File: src/rtl/cpu_types_pkg.sv
// Shared CPU types: the machine word and the memory-arbiter state encoding.
package cpu_types_pkg;
  localparam int WORD_W = 32;

  typedef logic [WORD_W-1:0] word_t;

  typedef enum logic [1:0] {
    IDLE = 2'd0,
    IACC = 2'd1,
    DACC = 2'd2
  } arb_state_t;
endpackage

File: src/rtl/memory_arbiter_sat_counter.sv
// 32-bit event counter with enable and synchronous clear; sticks at all-ones.
module sat_counter
  import cpu_types_pkg::*;
(
  input  logic  clk,
  input  logic  clr,
  input  logic  en,
  output word_t count
);
  word_t count_q, count_d;

  always_comb begin
    count_d = count_q;
    if (en && (count_q != '1)) begin
      count_d = count_q + 1'b1;
    end
  end

  always_ff @(posedge clk) begin
    if (clr) begin
      count_q <= '0;
    end else begin
      count_q <= count_d;
    end
  end

  assign count = count_q;
endmodule

File: src/rtl/memory_arbiter.sv
// Single RAM port shared between instruction fetch and data access; data wins ties.
// Optional stall counters are enabled with MEM_ARB_PERF_EN.
module memory_arbiter
  import cpu_types_pkg::*;
#(
  parameter int ADDR_W = 32,
  parameter int DATA_W = 32
) (
  input  logic              CLK,
  input  logic              RST,
  input  logic              iREN,
  input  logic [ADDR_W-1:0] iaddr,
  output logic              iwait,
  output logic [DATA_W-1:0] iload,
  input  logic              dREN,
  input  logic              dWEN,
  input  logic [ADDR_W-1:0] daddr,
  input  logic [DATA_W-1:0] dstore,
  output logic              dwait,
  output logic [DATA_W-1:0] dload,
  output logic              ramREN,
  output logic              ramWEN,
  output logic [ADDR_W-1:0] ramaddr,
  output logic [DATA_W-1:0] ramstore,
  input  logic [DATA_W-1:0] ramload,
  input  logic              ram_rdy
`ifdef MEM_ARB_PERF_EN
  ,
  output word_t             icnt_stall,
  output word_t             dcnt_stall
`endif
);
  arb_state_t        state_q, state_d;
  logic [ADDR_W-1:0] addr_q, addr_d;
  logic [DATA_W-1:0] store_q, store_d;
  logic              wr_q, wr_d;
  logic [DATA_W-1:0] iload_q, iload_d;
  logic [DATA_W-1:0] dload_q, dload_d;

  logic d_req;
  logic i_done, d_done;
  logic i_take, d_take;

  assign d_req  = dREN | dWEN;
  assign i_done = (state_q == IACC) & ram_rdy;
  assign d_done = (state_q == DACC) & ram_rdy;
  // A withdrawn request still finishes on the RAM, but its result is dropped.
  assign i_take = i_done & iREN;
  assign d_take = d_done & ~wr_q & d_req;

  always_comb begin
    state_d = state_q;
    addr_d  = addr_q;
    store_d = store_q;
    wr_d    = wr_q;
    iload_d = iload_q;
    dload_d = dload_q;
    case (state_q)
      IDLE: begin
        if (d_req) begin
          state_d = DACC;
          addr_d  = daddr;
          store_d = dstore;
          wr_d    = dWEN;
        end else if (iREN) begin
          state_d = IACC;
          addr_d  = iaddr;
          wr_d    = 1'b0;
        end
      end
      IACC, DACC: begin
        if (ram_rdy) begin
          state_d = IDLE;
        end
      end
      default: state_d = IDLE;
    endcase
    if (i_take) iload_d = ramload;
    if (d_take) dload_d = ramload;
  end

  always_ff @(posedge CLK) begin
    if (RST) begin
      state_q <= IDLE;
      addr_q  <= '0;
      store_q <= '0;
      wr_q    <= 1'b0;
      iload_q <= '0;
      dload_q <= '0;
    end else begin
      state_q <= state_d;
      addr_q  <= addr_d;
      store_q <= store_d;
      wr_q    <= wr_d;
      iload_q <= iload_d;
      dload_q <= dload_d;
    end
  end

  // RAM side is decoded purely from registered state so strobes cannot glitch.
  assign ramREN   = (state_q == IACC) | ((state_q == DACC) & ~wr_q);
  assign ramWEN   = (state_q == DACC) & wr_q;
  assign ramaddr  = addr_q;
  assign ramstore = store_q;

  assign iwait = iREN & ~i_done;
  assign dwait = d_req & ~d_done;
  assign iload = i_take ? ramload : iload_q;
  assign dload = d_take ? ramload : dload_q;

`ifdef MEM_ARB_PERF_EN
  sat_counter u_icnt (
    .clk   (CLK),
    .clr   (RST),
    .en    (iwait),
    .count (icnt_stall)
  );

  sat_counter u_dcnt (
    .clk   (CLK),
    .clr   (RST),
    .en    (dwait),
    .count (dcnt_stall)
  );
`endif
endmodule

File: config.mk
export PLATFORM = sky130hd
export DESIGN_NAME = memory_arbiter
export DESIGN_NICKNAME = d
export VERILOG_FILES = /design/src/rtl/cpu_types_pkg.sv /design/src/rtl/memory_arbiter_sat_counter.sv /design/src/rtl/memory_arbiter.sv
export SDC_FILE = /design/constraint.sdc
export NUM_CORES = 1
export LEC_CHECK = 0
export BUFFER_PORTS_ARGS = -buffer_cell sky130_fd_sc_hd__buf_2
export CAP_MARGIN = 15
export CELL_PAD_IN_SITES_DETAIL_PLACEMENT = 1
export CELL_PAD_IN_SITES_GLOBAL_PLACEMENT = 2
export CORE_MARGIN = 2
export CORE_UTILIZATION = 30
export CTS_BUF_LIST = sky130_fd_sc_hd__clkbuf_4
export CTS_CLUSTER_DIAMETER = 100
export DETAILED_ROUTE_END_ITERATION = 10
export PLACE_DENSITY = 0.93
export SLEW_MARGIN = 20
export SYNTH_ARGS = -nofsm -noshare
export SYNTH_HDL_FRONTEND = slang
export SYNTH_HIERARCHICAL = 1
export SYNTH_SLANG_ARGS = --single-unit
File: constraint.sdc
create_clock -name CLK -period 2.5 [get_ports CLK]
set_input_delay 0.375 -clock CLK [delete_from_list [all_inputs] [get_ports CLK]]
set_output_delay 0.375 -clock CLK [all_outputs]
set_load 0.03 [all_outputs]
After elaboration in Yosys (flattened, before gate mapping)
Cells that the tools add are included.
{"block": "totals", "reg_bits": 131, "latch_bits": 0, "ramBits": 0, "rom_bits": 0, "input_bits": 134, "output_inout_bits": 132, "wordCells": 40, "memories": 0}
{"block": "op_classes", "addsub": 0, "n_mul": 0, "div_mod_pow": 0, "order_cmp": 0, "n_eq_ne": 4, "shifts": 0, "n_mux": 10, "bitwise": 14, "n_reduce_logical": 6}
{"cell": "$mux 32", "count": 4}
{"cell": "$and 1x1->1", "count": 9}
{"cell": "$mux 2", "count": 3}
{"cell": "$reduce_and 2->1", "count": 3}
{"cell": "$pmux 2 s2", "count": 1}
{"cell": "$ne 3x3->1 const B", "count": 1}
{"cell": "$not 1->1", "count": 3}
{"cell": "$eq 2x1->1 const B", "count": 1}
{"cell": "$eq 2x2->1 const B", "count": 1}
{"cell": "$logic_not 2->1", "count": 1}
{"cell": "$mux 1", "count": 2}
{"cell": "$ne 2x2->1 const B", "count": 1}
{"cell": "$or 1x1->1", "count": 2}
{"cell": "$reduce_bool 2->1", "count": 1}
{"cell": "$reduce_or 2->1", "count": 1}

Depth between registers and ports, before layout
Gate-level depths: netlist (run 1).
{"block": "logic_depth", "ltp_word": 5, "depth_mapped": 7}

Worst setup path before layout (run 1)
Ideal clock, no wire load.
{"block": "synth_timing", "path_kind": "register -> output", "from": "reg state_q[0]", "to": "out dload[10]", "arrival_ps": 1422, "t_required_ps": 2125, "slack_ps": 703, "path_stages_with_launch": 8, "path_buffers": 2, "cell_sequence": "dfxtp_1 -> inv_1 -> ha_1 -> nand2_1 -> nor3_2 -> buf_6 -> buf_12 -> mux2_4"}
{"block": "synth_via", "elab_chain_cells": 5}
{"item": "from (decl)", "line_no": "memory_arbiter.sv:33", "rtl": "arb_state_t state_q, state_d;"}
{"item": "from (signal assigned)", "line_no": "memory_arbiter.sv:91", "rtl": "state_q <= state_d;"}
{"item": "$eq 2x2->1", "line_no": "memory_arbiter.sv:46", "rtl": "assign d_done = (state_q == DACC) & ram_rdy;"}
{"item": "$and 1x1->1", "line_no": "memory_arbiter.sv:46"}
{"item": "$and 1x1->1 (2 in series)", "line_no": "memory_arbiter.sv:49", "rtl": "assign d_take = d_done & ~wr_q & d_req;"}
{"item": "$mux 32"}
{"item": "to (decl)", "line_no": "memory_arbiter.sv:20", "rtl": "output logic [DATA_W-1:0] dload,"}
No other way between the ends.

Worst setup path after layout (run 1)
{"block": "layout_timing", "from": "reg state_q[0]", "to": "out dload[3]"}
The elaborated chain is that of the path after synthesis.

==> results of run 1 <==
## worst paths after layout
kind	startpoint	to	slack [ns]
hold / removal	dstore[3]	ramstore[3]	0.07
hold reg to reg	ramstore[26]	ramstore[26]	0.46
setup reg to reg	state_q[0]	dload_q[11]	0.58
setup / recovery	state_q[0]	dload[3]	-0.04
## per-layer routing
metal	vias to the layer above	track usage, %	part of all wire [%]
met5	-	0	0
met4	0	4.81	1.6
met3	29	5.43	6.0
met2	193	32.3	50
met1	2650	21.6	42
li1	2700	-	-
## what timing repair did
action | in CTS | in global routing
pin swaps | 3 | 2
buffers inserted | 20 | 9
gates cloned | 4 | 0
endpoints found under the setup margin | 55 | 64
hold buffers | 7 | 0
gates resized for setup | 110 | 67
hold endpoints to repair | 7 | 0
## critical path, stage by stage, from the launching register on
cell                      delay, ns
sky130_fd_sc_hd__dfxtp_2       0.35
sky130_fd_sc_hd__inv_2         0.07
sky130_fd_sc_hd__ha_4          0.14
sky130_fd_sc_hd__nand2_4       0.05
sky130_fd_sc_hd__nor3_4        0.15
sky130_fd_sc_hd__buf_12        0.17
sky130_fd_sc_hd__buf_12        0.13
sky130_fd_sc_hd__buf_16        0.13
sky130_fd_sc_hd__mux2_4        0.31
sky130_fd_sc_hd__buf_6         0.14
## registers in the layout, indices dropped and copies added, names as in the netlist
name / cells
dload_q: 32
iload_q: 32
ramaddr: 32
ramstore: 32
state_q: 2
wr_q: 1
## area by class of cell
type,count,share of cell area (%)
tap,270,3.82
clock buffer,17,1.44
antenna,1,0.0283
timing repair buffer,317,27.0
multi-input combinational,442,36.1
inverter,3,0.127
clock inverter,14,1.77
sequential,131,29.7
## stage by stage
step / hold slack, ns / utilization (%) / total power, W / worst slack [ns]
after floorplan: 0.446 / - / 0.00338 / 0.703
after global placement: 0.439 / 38.0 / 0.00379 / 0.372
after detailed placement: 0.444 / 38.0 / 0.00381 / 0.324
after CTS: 0.0000162 / 43.0 / 0.00548 / -0.138
after global routing: 0.00580 / 44.0 / 0.00573 / -0.156
final: 0.0701 / 44.0 / 0.00544 / -0.0438
## cell usage in the layout, fill, tap and decap left out, types with 2 or more instances in the layout
cell type	Yosys	final
sky130_fd_sc_hd__clkinv_4	0	3
sky130_fd_sc_hd__clkinvlp_4	0	3
sky130_fd_sc_hd__nand2_1	98	97
sky130_fd_sc_hd__buf_12	3	12
sky130_fd_sc_hd__nor2b_1	34	34
sky130_fd_sc_hd__o21ai_0	34	34
sky130_fd_sc_hd__buf_4	3	24
sky130_fd_sc_hd__bufinv_16	0	2
sky130_fd_sc_hd__a311oi_1	32	32
sky130_fd_sc_hd__dlygate4sd3_1	0	7
sky130_fd_sc_hd__buf_2	5	201
sky130_fd_sc_hd__buf_16	0	3
sky130_fd_sc_hd__mux2_4	53	61
sky130_fd_sc_hd__buf_6	13	65
sky130_fd_sc_hd__mux2i_1	32	32
sky130_fd_sc_hd__inv_6	0	3
sky130_fd_sc_hd__a21oi_1	36	36
sky130_fd_sc_hd__nand2b_1	65	65
sky130_fd_sc_hd__inv_2	0	2
sky130_fd_sc_hd__dfxtp_1	131	129
sky130_fd_sc_hd__nor2_1	33	33
sky130_fd_sc_hd__clkbuf_4	0	17
sky130_fd_sc_hd__mux2_2	11	3
sky130_fd_sc_hd__ha_4	0	2
sky130_fd_sc_hd__clkinv_2	0	2
sky130_fd_sc_hd__buf_8	0	5
## logic make-up after synthesis
group,Yosys count,synth area share (%)
and+or+nand+nor,235,19.1
DFF,131,42.9
AOI/OAI and AO/OA,108,11.0
muxes,96,20.3
buffers and inverters,55,6.06
adders and majority gates,3,0.614
## power by group through the flow
stage	Combinational (W)	Clock (W)	Sequential [W]
CTS	0.00160	0.00154	0.00234
global placement	0.00141	0	0.00238
finish	0.00161	0.00149	0.00234
detailed placement	0.00142	0	0.00239
floorplan	0.000741	0	0.00264
global route	0.00173	0.00164	0.00237
==> PnR_summary.wiki, run 1 <==
{| class="wikitable"
! Metric !! Value
|-
| Status || finished with violations
|-
| Violations in the final reports || setup timing
|-
| Max-cap violations || 0
|-
| Post-route worst setup slack || -0.0438 ns
|-
| Initial core utilization || 30.4%
|-
| Internal power summed over all cells || 0.00351 W
|-
| Worst slew slack as a fraction of its limit || 74.2%
|-
| Setup repair after global routing missed its margin || yes
|-
| Transition time at the pin with the least slew margin || 0.388 ns
|-
| Highest ir drop seen on vdd || 0.249 mV
|-
| Portion of the post-synthesis area used by sequential elements || 42.9%
|-
| DIE AREA || 21,500 sq um
|-
| Highest attainable clock frequency || 0.393 GHz
|-
| Most used standard cells in the synthesized netlist || sky130_fd_sc_hd__dfxtp_1, sky130_fd_sc_hd__nand2_1, sky130_fd_sc_hd__nand2b_1
|-
| Number of detailed-routing iterations run before antenna repair || 4
|-
| Static Leak || 4.01 nW
|-
| Crit Path Max Fanout || 5
|-
| Depth of the most critical reg-to-reg path || 10
|-
| Post-synth cell types || 29
|-
| Sw Pwr || 0.00193 W
|-
| Maximum number of pins on one net before global-route repair || 85
|-
| Gate power share || 29.6%
|-
| Most common cell in the synthesized netlist || sky130_fd_sc_hd__dfxtp_1
|-
| WS Path Type || reg2out
|-
| Shortest clock period the worst path allows after layout || 2.54 ns
|-
| Number of vias in the routed layout || 5,572
|-
| Dpl cells || 1,126
|-
| Number of design-rule violations left by the first detailed-router iteration || 164
|-
| Total wirelength of the detailed-routed design || 20,400 microns
|-
| Root Driver || sky130_fd_sc_hd__clkbuf_4
|-
| Instance count of the mapped netlist || 628
|-
| Signed area change from the synthesized netlist to the final layout || 44.6%
|-
| Clock latency of the later-clocked register in the worst-skew pair || 0.52 ns
|-
| Final setup violation count || 16
|-
| Register Area || 2630 sq um
|-
| Floorplan die width || 147 microns
|-
| Post-synth top area cell || sky130_fd_sc_hd__dfxtp_1
|-
| Critical path data required time || 2.12 ns
|-
| GP Congestion || 0.717
|-
| Total number of placement rows || 52
|-
| GR Util All Layers || 18.3%
|-
| Synthesized area || 6110 sq um
|-
| Post-DRT Antenna Nets || 0
|-
| Share of the clock period used by the worst path || 102%
|-
| Clock share of power || 27.3%
|-
| Number of top-level pins || 266
|-
| Ratio of cells with drive above 1 in the final layout || 45.1%
|-
| Clock sinks || 131
|-
| Number of global-route vias before repair || 5,840
|-
| # nets final || 1,049
|-
| Total overflow reported by the global router || 0
|-
| Post-detailed-route via-to-cell ratio || 4.66
|-
| Sequential power share || 43.1%
|-
| Pwr dens || 615 nW/um^2
|-
| Cts bufs inserted || 17
|-
| Global-route wire length before repair || 31,500 microns
|-
| H-tree lvl count || 4
|-
| Switching part of the total power || 35.5%
|-
| Final count of pins violating max slew || 0
|-
| Count of non-filler cells in the finished layout || 1,195
|-
| Type of element launching the critical path || flop
|-
| Share of flip-flops with an asynchronous set or reset after synthesis || 0%
|-
| Total of flip-flops plus latches after synthesis || 131
|-
| Final hold violations || 0
|-
| Critical Path Sink Type || primary output
|-
| Hold path cells || 3
|-
| Yosys warning count || 6
|-
| Placed instance area || 7630 sq um
|-
| Syn_area_per_cell || 9.74 sq um
|-
| Leading register cell type out of synthesis || sky130_fd_sc_hd__dfxtp_1
|-
| Fraction of post-synthesis cell area in the top cell type by area || 42.9%
|-
| Detail-routed net length per standard cell || 17.1 microns
|-
| Detailed placement HPWL || 12,700 microns
|-
| Setup Skew || 0.0109 ns
|-
| Setup tns final || -0.312 ns
|-
| Worst path arrival time || 2.17 ns
|-
| Top cells by area, synth || sky130_fd_sc_hd__dfxtp_1, sky130_fd_sc_hd__mux2_4, sky130_fd_sc_hd__nand2b_1
|-
| Placeable core area || 20,100 sq um
|-
| Number of antenna violations at the first check in global routing || 1
|-
| Post-synth EDFFs || 0
|-
| Final design area excluding fillers || 8840 sq um
|-
| Type of the most critical hold path || in2reg
|-
| Post-synth net total || 765
|-
| Port bufs || 265
|-
| Multi-input combinational cell area || 3200 sq um
|-
| TritonCTS clock tree || done
|-
| CTS max path bufs || 2
|-
| Clock Pin Slew Worst Setup and Hold Paths || 0.13 ns
|-
| Number of DRC violations after detailed routing || 0
|-
| # fillers || 2,301
|-
| Die H || 147 microns
|}
No activity file was read; power rests on OpenSTA's default activity.
==> run 2, diff against run 1 <==
==> constraint.sdc (replaced) <==
create_clock -name CLK -period 3.2 [get_ports CLK]
set_input_delay 0.48 -clock CLK [delete_from_list [all_inputs] [get_ports CLK]]
set_output_delay 0.48 -clock CLK [all_outputs]
set_load 0.03 [all_outputs]
==> run 2 against run 1 <==
Net effect:
- the run now ends clean
- final area fell by 11%
- hold slack improved by 0.10 ns
- die area did not move
- sequential cell count did not move
- critical path depth fell by 2
- register-to-register slack improved by 0.66 ns
- combinational power fell by 33%
- wire length fell by 15%
- critical endpoint is now dload[2]
- sequential share of layout area rose by 3.8 points
- clock skew rose by 0.016 ns
==> PnR_summary.wiki, run 2 (synthesized netlist as in run 1, its figures left out) <==
{| class="wikitable"
! Metric !! Value
|-
| Pwr dens || 527 nW/um^2 (-14%)
|-
| Count of buffering cells on the critical path with inverters included || 3 (-2)
|-
| Highest ir drop seen on vdd || 0.231 mV (-7.0%)
|-
| Total wirelength of the detailed-routed design || 17,400 microns (-15%)
|-
| Final cell utilization of the core || 39.0% (-5.0 points)
|-
| # nets final || 1,006 (-4.1%)
|-
| Final hold violations || 0 (unchanged)
|-
| Placed instance area || 7530 sq um (-1.4%)
|-
| Global-route wire length before repair || 27,500 microns (-13%)
|-
| Sw Pwr || 0.00144 W (-26%)
|-
| Ratio of cells with drive above 1 in the final layout || 42.3% (-2.8 points)
|-
| Switching part of the total power || 34.9% (-0.62 points)
|-
| Clock sinks || 131 (unchanged)
|-
| Max stage delay cell, worst path || sky130_fd_sc_hd__mux2_2
|-
| Initial core utilization || 30.4% (unchanged)
|-
| Number of DRC violations after detailed routing || 0 (unchanged)
|-
| TritonCTS clock tree || done
|-
| Status || complete, no violations
|-
| Floorplan die width || 147 microns (unchanged)
|-
| DIE AREA || 21,500 sq um (unchanged)
|-
| Static Leak || 3.66 nW (-8.9%)
|-
| Family with the most delay on the worst path || buffers and inverters
|-
| Total number of placement rows || 52 (unchanged)
|-
| Shortest clock period the worst path allows after layout || 2.93 ns
|-
| Worst slew slack as a fraction of its limit || 55.9% (-18 points)
|-
| Resized cells post-CTS || 0 (-100%)
|-
| GR Util All Layers || 15.8% (-2.5 points)
|-
| Die H || 147 microns (unchanged)
|-
| Sequential power share || 44.2% (+1.1 points)
|-
| Max-cap violations || 0 (unchanged)
|-
| Most frequent cells in the layout || sky130_fd_sc_hd__buf_2, sky130_fd_sc_hd__dfxtp_1, sky130_fd_sc_hd__nand2_1
|-
| Final design area excluding fillers || 7830 sq um (-11%)
|-
| Total overflow reported by the global router || 0 (unchanged)
|-
| Post-detailed-route via-to-cell ratio || 4.59 (-1.6%)
|-
| Clock Pin Slew Worst Setup and Hold Paths || 0.14 ns (about the same)
|-
| WS Path Type || reg2out
|-
| Type of the most critical hold path || in2reg
|-
| Cts hold-fix bufs || 0 (-7)
|-
| Largest stage delay on the critical path || 0.40 ns (+0.05 ns)
|-
| Post-Route Hold Slack || 0.173 ns (+0.103 ns)
|-
| Setup Skew || 0.0269 ns (+0.0161 ns)
|-
| Share of the clock period used by the worst path || 91.7%
|-
| Number of top-level pins || 266 (unchanged)
|-
| Setup tns final || 0 ns (+0.312 ns)
|-
| Critical Path Sink Type || primary output
|-
| Number of detailed-routing iterations run before antenna repair || 4 (unchanged)
|-
| Cts bufs inserted || 17 (unchanged)
|-
| Crit Path Max Fanout || 64 (+59)
|-
| Final count of pins violating max slew || 0 (unchanged)
|-
| Number of global-route vias before repair || 5,324 (-8.8%)
|-
| Gate power share || 26.2% (-3.4 points)
|-
| Detail-routed net length per standard cell || 15.1 microns (-12%)
|-
| Maximum number of pins on one net before global-route repair || 88 (+3.5%)
|-
| Port bufs || 265 (unchanged)
|-
| Transition time at the pin with the least slew margin || 0.662 ns (+0.275 ns)
|-
| Detailed placement HPWL || 12,300 microns (-3.2%)
|-
| Clock latency of the later-clocked register in the worst-skew pair || 0.52 ns (about the same)
|-
| Ordered list of cells on the worst path || inv_1, ha_1, nand2_1, nor3_4, buf_12, mux2_2, buf_2
|-
| GP Congestion || 0.725 (+1.0%)
|-
| Post-CTS setup-driven buffer insertion count || 0 (-100%)
|-
| Type of element launching the critical path || flop
|-
| Number of design-rule violations left by the first detailed-router iteration || 154 (-6.1%)
|-
| Number of vias in the routed layout || 5,290 (-5.1%)
|-
| Number of antenna violations at the first check in global routing || 1 (unchanged)
|-
| CTS max path bufs || 2 (unchanged)
|-
| # fillers || 2,428 (+5.5%)
|-
| Highest attainable clock frequency || 0.341 GHz
|-
| Final setup violation count || 0 (-16)
|-
| Internal power summed over all cells || 0.00269 W (-23%)
|-
| Commonest non-fill, non-tap cell in the layout || sky130_fd_sc_hd__buf_2
|-
| Setup repair after global routing missed its margin || no
|-
| Post-DRT Antenna Nets || 0 (unchanged)
|-
| Placeable core area || 20,100 sq um (unchanged)
|-
| Worst path arrival time || 2.45 ns (+0.28 ns)
|-
| Clock share of power || 29.6% (+2.3 points)
|-
| Root Driver || sky130_fd_sc_hd__clkbuf_4
|-
| Critical path data required time || 2.72 ns (+0.60 ns)
|-
| H-tree lvl count || 4 (unchanged)
|-
| Signed area change from the synthesized netlist to the final layout || 28.1%
|}
-- run 2: cell types whose count changed in the layout (fill, tap and decap cells not counted), sizes merged --
cell and delta:
dlygate4sd3 -7, bufinv +1, inv +1, buf -36
clkinvlp +1, clkinv -2
-- run 2: cell type report --
class,instances,area [sq um],share of cell area [%]
clock buffer,17,128,1.63
clock inverter,15,176,2.25
multi-input combinational,442,3130,40.0
inverter,3,11.3,0.144
antenna,1,2.50,0.0319
tap,270,338,4.31
timing repair buffer,274,1420,18.1
sequential,131,2620,33.5
-- run 2: through the flow --
step	total power (W)	instances	setup WS, ns
4_1_cts	0.00420	1152	0.200
3_5_place_dp	0.00296	1120	0.790
6_report	0.00412	1153	0.267
2_1_floorplan	0.00264	628	1.19
3_3_place_gp	0.00294	1120	0.811
5_1_grt	0.00437	1153	0.0648
-- run 2: per-layer routing --
layer	global-route usage [%]	vias to the layer above	part of all wire, %
met1	19.0	2489	43
li1	-	2615	-
met4	4.13	0	1.2
met3	5.62	12	7.3
met5	0	-	0
met2	26.9	174	48
-- run 2: path summary, 6_finish.rpt --
| check | start | to | slack, ns | cells past startpoint |
|---|---|---|---|---|
| worst max-delay path | state_q[0] | dload[2] | 0.27 | 7 |
| worst min-delay path | dstore[29] | ramstore[29] | 0.17 | 3 |
| worst max register to register | state_q[1] | iload_q[2] | 1.24 | 5 |
| worst min register to register | ramstore[25] | ramstore[25] | 0.46 | 2 |
-- run 2: tightest hold or removal path: cells and delay by family --
| family | cells | cell delay (ns) |
|---|---|---|
| AND/OR/NAND/NOR | 1 | 0.04 |
| AO/OA/AOI/OAI | 1 | 0.05 |
| buffers and inverters | 1 | 0.10 |
-- run 2: power groups by stage --
stage          Sequential [W]  Clock (W)  Combinational [W]
2_1_floorplan         0.00206          0           0.000579
3_3_place_gp          0.00186          0            0.00108
3_5_place_dp          0.00186          0            0.00109
4_1_cts               0.00183    0.00128            0.00110
5_1_grt               0.00184    0.00136            0.00117
6_report              0.00183    0.00122            0.00108
